## src/rtl/mem_loader_pkg.sv

```systemverilog
// mem_loader_pkg: shared types and helpers for the image loader.
// Holds the FSM state encoding, byte-strobe constants and the
// lane-to-strobe mapping used by the packer and the top level.
package mem_loader_pkg;

    typedef enum logic [3:0] {
        IDLE  = 4'd0,
        HDR0  = 4'd1,
        HDR1  = 4'd2,
        HDR2  = 4'd3,
        HDR3  = 4'd4,
        LOAD  = 4'd5,
        FLUSH = 4'd6,
        DONE  = 4'd7,
        ERR   = 4'd8
    } state_t;

    // Filled-lane masks: STRB_n means lanes 0..n-1 hold valid bytes.
    localparam logic [3:0] STRB_1 = 4'b0001;
    localparam logic [3:0] STRB_2 = 4'b0011;
    localparam logic [3:0] STRB_3 = 4'b0111;
    localparam logic [3:0] STRB_4 = 4'b1111;

    // Lane of the word-completing byte -> mask of all lanes filled so far.
    function automatic logic [3:0] laneToStrb(input logic [1:0] lane);
        logic [3:0] strb;
        case (lane)
            2'd0:    strb = STRB_1;
            2'd1:    strb = STRB_2;
            2'd2:    strb = STRB_3;
            default: strb = STRB_4;
        endcase
        return strb;
    endfunction

endpackage

```

## src/rtl/mem_loader_if.sv

```systemverilog
// mem_loader_if: byte-stream input plus memory-write / core-control bus.
// master = the loader (sinks the stream, drives writes and status);
// slave  = the environment (byte source, memory, core).
interface mem_loader_if;

    logic [7:0]  wInData;
    logic        wInValid;
    logic        wInReady;
    logic [31:0] wWriteAddr;
    logic [31:0] wWriteData;
    logic [3:0]  wWstrb;
    logic        wnCoreRst;
    logic        wDone;
    logic        wError;
    logic [31:0] wByteCount;

    modport master (
        input  wInData, wInValid,
        output wInReady, wWriteAddr, wWriteData, wWstrb,
               wnCoreRst, wDone, wError, wByteCount
    );

    modport slave (
        output wInData, wInValid,
        input  wInReady, wWriteAddr, wWriteData, wWstrb,
               wnCoreRst, wDone, wError, wByteCount
    );

endinterface

```

## src/rtl/mem_loader_byte_packer.sv

```systemverilog
// byte_packer: assembles payload bytes little-endian into a 32-bit word.
// Latency: word/strobe/wordVld are combinational with the completing byte.
// Backpressure: none; it consumes whatever the top accepts (inVld).
// Ports: wClk, wnRst; inVld/inByte/lane/last in; word/strb/wordVld out.
module byte_packer
    import mem_loader_pkg::*;
(
    input  logic        wClk,
    input  logic        wnRst,
    input  logic        inVld,
    input  logic [7:0]  inByte,
    input  logic [1:0]  lane,
    input  logic        last,
    output logic [31:0] word,
    output logic [3:0]  strb,
    output logic        wordVld
);

    logic [31:0] bufQ;

    // Lanes above the current one are still zero because the buffer
    // is cleared after every emitted word, so unfilled lanes read 0.
    always_comb begin
        word = bufQ;
        word[8*lane +: 8] = inByte;
    end

    assign strb    = laneToStrb(lane);
    assign wordVld = inVld && ((lane == 2'd3) || last);

    always_ff @(posedge wClk or negedge wnRst) begin
        if (!wnRst) begin
            bufQ <= '0;
        end else if (wordVld) begin
            bufQ <= '0;
        end else if (inVld) begin
            bufQ <= word;
        end
    end

endmodule

```

## src/rtl/mem_loader.sv

```systemverilog
// mem_loader: receives length-prefixed byte image, writes it to memory, then releases core reset.
// Latency: one write strobe the cycle after each word completes; core leaves reset one cycle after the last strobe.
// Backpressure: wInReady high in HDR0..HDR3/LOAD only, never drops inside LOAD (one byte per cycle).
// Ports: wClk, wnRst; bus (mem_loader_if.master) carries stream in, write bus and status out.
module mem_loader
    import mem_loader_pkg::*;
#(
    parameter logic [31:0] BASE_ADDR = 32'h0000_0000,
    parameter int unsigned MAX_BYTES = 65536
)
(
    input  logic          wClk,
    input  logic          wnRst,
    mem_loader_if.master  bus
);

    if (BASE_ADDR[1:0] != 2'b00) begin : gBadBase
        $error("mem_loader: BASE_ADDR must be 4-byte aligned");
    end
    if (MAX_BYTES == 0) begin : gBadMax
        $error("mem_loader: MAX_BYTES must be at least 1");
    end

    state_t      state, nextState;
    logic [31:0] lenReg;
    logic [31:0] byteCnt;
    logic        inReadyQ, nextReady;
    logic        doneQ, nextDone;
    logic        errQ, nextErr;
    logic        coreRstNQ, nextCoreRstN;
    logic [31:0] addrQ, dataQ;
    logic [3:0]  strbQ;

    logic        accept, payAccept, lastByte;
    logic [31:0] hdrLen;
    logic [31:0] pkWord;
    logic [3:0]  pkStrb;
    logic        pkVld;

    // wInReady mirrors the state, so accept implies an accepting state.
    assign accept    = bus.wInValid && inReadyQ;
    assign payAccept = accept && (state == LOAD);
    // Full length as seen while the top header byte is on the bus.
    assign hdrLen    = {bus.wInData, lenReg[23:0]};
    assign lastByte  = (byteCnt + 32'd1) == lenReg;

    byte_packer uPacker (
        .wClk    (wClk),
        .wnRst   (wnRst),
        .inVld   (payAccept),
        .inByte  (bus.wInData),
        .lane    (byteCnt[1:0]),
        .last    (lastByte),
        .word    (pkWord),
        .strb    (pkStrb),
        .wordVld (pkVld)
    );

    always_comb begin
        nextState = state;
        case (state)
            IDLE:  nextState = HDR0;
            HDR0:  if (accept) nextState = HDR1;
            HDR1:  if (accept) nextState = HDR2;
            HDR2:  if (accept) nextState = HDR3;
            HDR3:  if (accept) begin
                       if (hdrLen == 32'd0)          nextState = DONE;
                       else if (hdrLen > MAX_BYTES)  nextState = ERR;
                       else                          nextState = LOAD;
                   end
            LOAD:  if (payAccept && lastByte) nextState = FLUSH;
            FLUSH: nextState = DONE;
            DONE:  nextState = DONE;
            ERR:   nextState = ERR;
            default: nextState = IDLE;
        endcase

        // Status outputs are registered from the next state so they line
        // up with the state they describe.
        nextReady    = (nextState == HDR0) || (nextState == HDR1) ||
                       (nextState == HDR2) || (nextState == HDR3) ||
                       (nextState == LOAD);
        nextDone     = (nextState == DONE);
        nextErr      = (nextState == ERR);
        nextCoreRstN = (nextState == DONE);
    end

    always_ff @(posedge wClk or negedge wnRst) begin
        if (!wnRst) begin
            state     <= IDLE;
            lenReg    <= '0;
            byteCnt   <= '0;
            inReadyQ  <= 1'b0;
            doneQ     <= 1'b0;
            errQ      <= 1'b0;
            coreRstNQ <= 1'b0;
            addrQ     <= '0;
            dataQ     <= '0;
            strbQ     <= '0;
        end else begin
            state     <= nextState;
            inReadyQ  <= nextReady;
            doneQ     <= nextDone;
            errQ      <= nextErr;
            coreRstNQ <= nextCoreRstN;

            if (accept) begin
                case (state)
                    HDR0: lenReg[7:0]   <= bus.wInData;
                    HDR1: lenReg[15:8]  <= bus.wInData;
                    HDR2: lenReg[23:16] <= bus.wInData;
                    HDR3: lenReg        <= hdrLen;
                    default: ;
                endcase
            end

            if (payAccept) byteCnt <= byteCnt + 32'd1;

            // One-cycle strobe; address/data hold until the next word.
            strbQ <= pkVld ? pkStrb : 4'b0000;
            if (pkVld) begin
                addrQ <= BASE_ADDR + {byteCnt[31:2], 2'b00};
                dataQ <= pkWord;
            end
        end
    end

    assign bus.wInReady   = inReadyQ;
    assign bus.wWriteAddr = addrQ;
    assign bus.wWriteData = dataQ;
    assign bus.wWstrb     = strbQ;
    assign bus.wnCoreRst  = coreRstNQ;
    assign bus.wDone      = doneQ;
    assign bus.wError     = errQ;
    assign bus.wByteCount = byteCnt;

endmodule

```

## src/flat_wrapper.sv

```systemverilog
// flat-port wrapper written by rule: the top's interface ports become plain ports
module mem_loader_flat import mem_loader_pkg::*;
#(
    parameter logic [31:0] BASE_ADDR = 32'h0000_0000,
    parameter int unsigned MAX_BYTES = 65536
)
  (wClk, wnRst, bus_wInData, bus_wInValid, bus_wInReady, bus_wWriteAddr, bus_wWriteData, bus_wWstrb, bus_wnCoreRst, bus_wDone, bus_wError, bus_wByteCount);
  mem_loader_if bus_i ();
  input  logic wClk;
  input  logic wnRst;
  input wire logic [$bits(bus_i.wInData)-1:0] bus_wInData;
  input wire logic [$bits(bus_i.wInValid)-1:0] bus_wInValid;
  output wire logic [$bits(bus_i.wInReady)-1:0] bus_wInReady;
  output wire logic [$bits(bus_i.wWriteAddr)-1:0] bus_wWriteAddr;
  output wire logic [$bits(bus_i.wWriteData)-1:0] bus_wWriteData;
  output wire logic [$bits(bus_i.wWstrb)-1:0] bus_wWstrb;
  output wire logic [$bits(bus_i.wnCoreRst)-1:0] bus_wnCoreRst;
  output wire logic [$bits(bus_i.wDone)-1:0] bus_wDone;
  output wire logic [$bits(bus_i.wError)-1:0] bus_wError;
  output wire logic [$bits(bus_i.wByteCount)-1:0] bus_wByteCount;
  assign bus_i.wInData = bus_wInData;
  assign bus_i.wInValid = bus_wInValid;
  assign bus_wInReady = bus_i.wInReady;
  assign bus_wWriteAddr = bus_i.wWriteAddr;
  assign bus_wWriteData = bus_i.wWriteData;
  assign bus_wWstrb = bus_i.wWstrb;
  assign bus_wnCoreRst = bus_i.wnCoreRst;
  assign bus_wDone = bus_i.wDone;
  assign bus_wError = bus_i.wError;
  assign bus_wByteCount = bus_i.wByteCount;
  mem_loader #(.BASE_ADDR(BASE_ADDR), .MAX_BYTES(MAX_BYTES)) u_core (.wClk(wClk), .wnRst(wnRst), .bus(bus_i));
endmodule
```

## config.mk

```make
export PLATFORM = sky130hd
export DESIGN_NAME = mem_loader_flat
export DESIGN_NICKNAME = d
export VERILOG_FILES = /design/src/rtl/mem_loader_pkg.sv /design/src/rtl/mem_loader_if.sv /design/src/rtl/mem_loader_byte_packer.sv /design/src/rtl/mem_loader.sv /design/src/flat_wrapper.sv
export SDC_FILE = /design/constraint.sdc
export NUM_CORES = 1
export LEC_CHECK = 0
export ABC_CLOCK_PERIOD_IN_PS = 3950
export BUFFER_PORTS_ARGS = -buffer_cell sky130_fd_sc_hd__buf_4
export CORE_MARGIN = 4
export CORE_UTILIZATION = 50
export CTS_CLUSTER_SIZE = 8
export DETAILED_ROUTE_END_ITERATION = 8
export PLACE_DENSITY = 0.69
export SLEW_MARGIN = 20
export SYNTH_ARGS = -nofsm -noshare
export SYNTH_HDL_FRONTEND = slang
export SYNTH_SLANG_ARGS = --single-unit
```

## constraint.sdc

```tcl
create_clock -name wClk -period 3.95 [get_ports wClk]
set_input_delay 0.1975 -clock wClk [delete_from_list [all_inputs] [get_ports wClk]]
set_output_delay 0.1975 -clock wClk [all_outputs]
set_load 0.01 [all_outputs]
```

==> summary.md <==
| Metric | Value |
|---|---|
| Status | `completed` |
| TNS Setup | `0 ps` |
| Max H-tree Level | `4` |
| Initial antenna violation count | `0` |
| First-pass GRT wire length | `34.9 mm` |
| Worst-path fanout max | `34` |
| Global placement routability congestion | `0.899` |
| Final Hold Fails | `0` |
| Die Y | `139 µm` |
| Via count | `6389` |
| Min Clock Period, post-route | `3660 ps` |
| Post-synthesis cell count | `roughly 800` |
| CP required | `4260 ps` |
| Commonest cells post-synth | `dfrtp_1, mux2_2, nand2_1` |
| Post-synthesis adder-cell area fraction | `0.00881` |
| Antenna Cells | `0` |
| CP Capture Type | `flip-flop` |
| GRT Util Overall | `0.224` |
| Compound-gate portion of the synthesized area | `0.102` |
| HP Class | `input port to flip-flop` |
| Reg-to-Reg Start | `u_core.bus.wByteCount[16]$_DFFE_PN0P_` |
| Clock Latency Late Sink | `between 400 and 500 ps` |
| I/O Buffers | `112` |
| Number of I/O pins | `115` |
| Area share of the largest cell type after synthesis | `0.496` |
| Total Nets Final | `895` |
| Main synth FF type | `dfrtp_1` |
| Clock sink count | `169` |
| Syn-to-layout area delta | `19.6%` |
| #FFs+latches synth | `between 150 and 200` |
| Hold wc startpoint | `bus_wInData[1]` |
| Critical Path Max Stage Delay | `~780 ps` |
| Cell variety after synth | `59` |
| Worst VDD drop | `roughly 0.00038 V` |
| Full die area | `roughly 0.019 mm²` |
| Post-synth EDFFs | `0` |
| Initial Utilization | `0.512` |
| Clock root buffer | `clkbuf_16` |
| Mux cell area share after synthesis | `0.131` |
| Fillers | `1331` |
| Final-report setup violation count | `0` |
| Final worst setup slack | `291 ps` |
| Largest family of logic cells by synthesized area | `simple AND/OR/NAND/NOR gates` |
| Type of the worst setup path | `flip-flop to flip-flop` |
| RSZ-0062 raised after global routing | `false` |
| Remaining DRCs | `0` |
| Final wirelength | `approximately 21 mm` |
| Most common cell in the netlist | `dfrtp_1` |
| Rows | `47` |
| Syn_area_per_cell | `10.9 µm²` |
| R2R setup slack | `290 ps` |
| Power density cells | `570 mW/mm²` |
| CTS tree | `built` |
| WP buf/inv | `1` |
| Terminus of the critical flop-to-flop path | `u_core.bus.wWriteData[13]$_DFFE_PN0P_` |
| Clk buf depth | `2` |
| Worst path top cell family by delay | `simple AND/OR/NAND/NOR gates` |
| Hold Path Depth | `2` |
| Hold Path End | `u_core.uPacker.bufQ[9]$_DFFE_PN0P_` |
| Reg2reg path depth | `9` |
| Ys async rst share | `1.00` |
| Fin cells | `approximately 1100` |
| Number of global-route vias before repair | `6583` |
| Total core area | `roughly 0.017 mm²` |
| Placed cell count | `1078` |
| Max_slew headroom | `0.403` |
| Largest net degree at the start of global routing | `97` |
| Synth area leaders | `dfrtp_1, mux2_2, a32o_1, xnor2_1, xor2_1` |
| Routed Antenna Nets | `0` |
| Sequential area share after synthesis | `0.496` |
| Clock Skew | `~6.3 ps` |
| Wirelength per Cell | `19.2 µm` |
| XOR/XNOR Fraction of Synth Area | `0.0706` |
| Width of the die | `roughly 140 µm` |
| Drt first pass iters | `5` |
| Fmax | `273 MHz` |
| Startpoint Class | `flip-flop` |
| Post-DP HPWL | `14.9 mm` |
| Period utilization | `0.926` |
| CTS Buf Count | `17` |
| Fraction of layout cells with a size suffix above 1 | `0.297` |
| Via density | `around 5.8` |
| Placement Setup Slack | `between 200 and 250 ps` |
| Area leader, netlist | `dfrtp_1` |
| Total power | `5.82 mW` |
| CP cell instances | `nand4_1 > nor4_1 > nand3_1 > xnor2_1 > o2111ai_1 > nor4_4 > nor2_4 > buf_4 > mux2_1` |
| Pleak | `4.79 nW` |
| Slew Limit Fails | `0` |
| Max-Cap Viols | `0` |
| First DRT Iteration DRCs | `507` |
| Arr. time, crit path | `3970 ps` |
| Clk slew on worst S/H paths | `60 ps` |
| Slew @ Worst Pin | `895 ps` |
| Simple-gate share of the synthesized area | `0.137` |
| Slowest cell on the critical path | `nor4_1` |
| Post-Syn Area | `0.00853 mm²` |
| Overflow left after global routing | `0` |
| Synth warn | `0` |
[repair_timing]
item,CTS,global route
hold endpoints to repair,94,0
hold buffers,1,0
buffers inserted,0,0
endpoints found under the setup margin,0,54
resized for setup,0,1
[flip-flops by register name (all words and copies together), names as in the netlist]
signal / count
u_core.bus.wWriteData: 32
u_core.state: 4
u_core.bus.wError: 1
u_core.bus.wByteCount: 32
u_core.bus.wInReady: 1
u_core.bus.wWstrb: 4
u_core.bus.wWriteAddr: 30
u_core.bus.wDone: 1
u_core.lenReg: 32
u_core.uPacker.bufQ: 32
[cells in the final DEF, fill, tap and decap left out, drive strengths merged, types with 9 or more instances in the layout]
cell,instances
xnor2,36
a32o,33
and3,9
nand4,18
mux2,95
o21ai,40
clkbuf,22
a21oi,9
nand3,25
inv,38
nand2,63
buf,137
nor3,17
xor2,30
nor4,17
dfrtp,169
nor2,32
[metal layers]
layer | track usage | vias up | share of wire
li1 | - | 2964 | -
met1 | 0.292 | 3209 | 0.44
met2 | 0.373 | 188 | 0.49
met3 | 0.0531 | 28 | 0.052
met4 | 0.0723 | 0 | 0.017
met5 | 0 | - | 0
[worst max-delay path by stage]
stage	startpoint	to	slack, ps	depth (start not counted)
floorplan	u_core.bus.wByteCount[0]$_DFFE_PN0P_	u_core.bus.wWriteAddr[31]$_DFFE_PN0P_	760	11
global placement	u_core.bus.wByteCount[0]$_DFFE_PN0P_	u_core.bus.wWriteAddr[7]$_DFFE_PN0P_	330	10
detailed placement	u_core.bus.wByteCount[0]$_DFFE_PN0P_	u_core.bus.wWriteAddr[21]$_DFFE_PN0P_	220	10
CTS	u_core.bus.wByteCount[0]$_DFFE_PN0P_	u_core.bus.wWriteAddr[17]$_DFFE_PN0P_	180	10
global route	u_core.bus.wByteCount[0]$_DFFE_PN0P_	u_core.bus.wWriteAddr[4]$_DFFE_PN0P_	40	10
finish	u_core.bus.wByteCount[16]$_DFFE_PN0P_	u_core.bus.wWriteData[13]$_DFFE_PN0P_	290	9
[per-stage QoR]
step | cell area, µm² | hold slack [ps] | utilization
4_1_cts | 10200 | 162 | 0.613
5_1_grt | 10200 | 180 | 0.613
2_1_floorplan | 8530 | -98.1 | -
3_3_place_gp | 9540 | 328 | 0.573
6_report | 10200 | 184 | 0.613
3_5_place_dp | 9540 | 347 | 0.573
[report_power, final]
part	total, mW	switching (mW)	internal, mW
registers	2.40	0.349	2.05
clock network	1.82	0.660	1.16
logic	1.60	0.830	0.765
total	5.82	1.84	3.98
[layout make-up]
| class | instances | area [µm²] | area share |
|---|---|---|---|
| Clock inverter | 8 | 168 | 0.0164 |
| Multi-Input combinational cell | 514 | 3870 | 0.379 |
| Tap cell | 220 | 275 | 0.0270 |
| Timing Repair Buffer | 138 | 1040 | 0.102 |
| Sequential cell | 169 | 4230 | 0.415 |
| Inverter | 38 | 143 | 0.0140 |
| Clock buffer | 22 | 474 | 0.0465 |
[logic make-up (layout without fill, tap and decap cells)]
logic type / count (synthesis) / count (layout)
AOI/OAI and AO/OA: 120 / 120
xor gates and xnor gates: 67 / 67
adders and majority gates: 6 / 6
buffers and inverters: 102 / 206
DFF: 169 / 169
muxes: 97 / 97
other: 1 / 2
and+or+nand+nor: 222 / 222
Power figures use the tool's default switching activity.
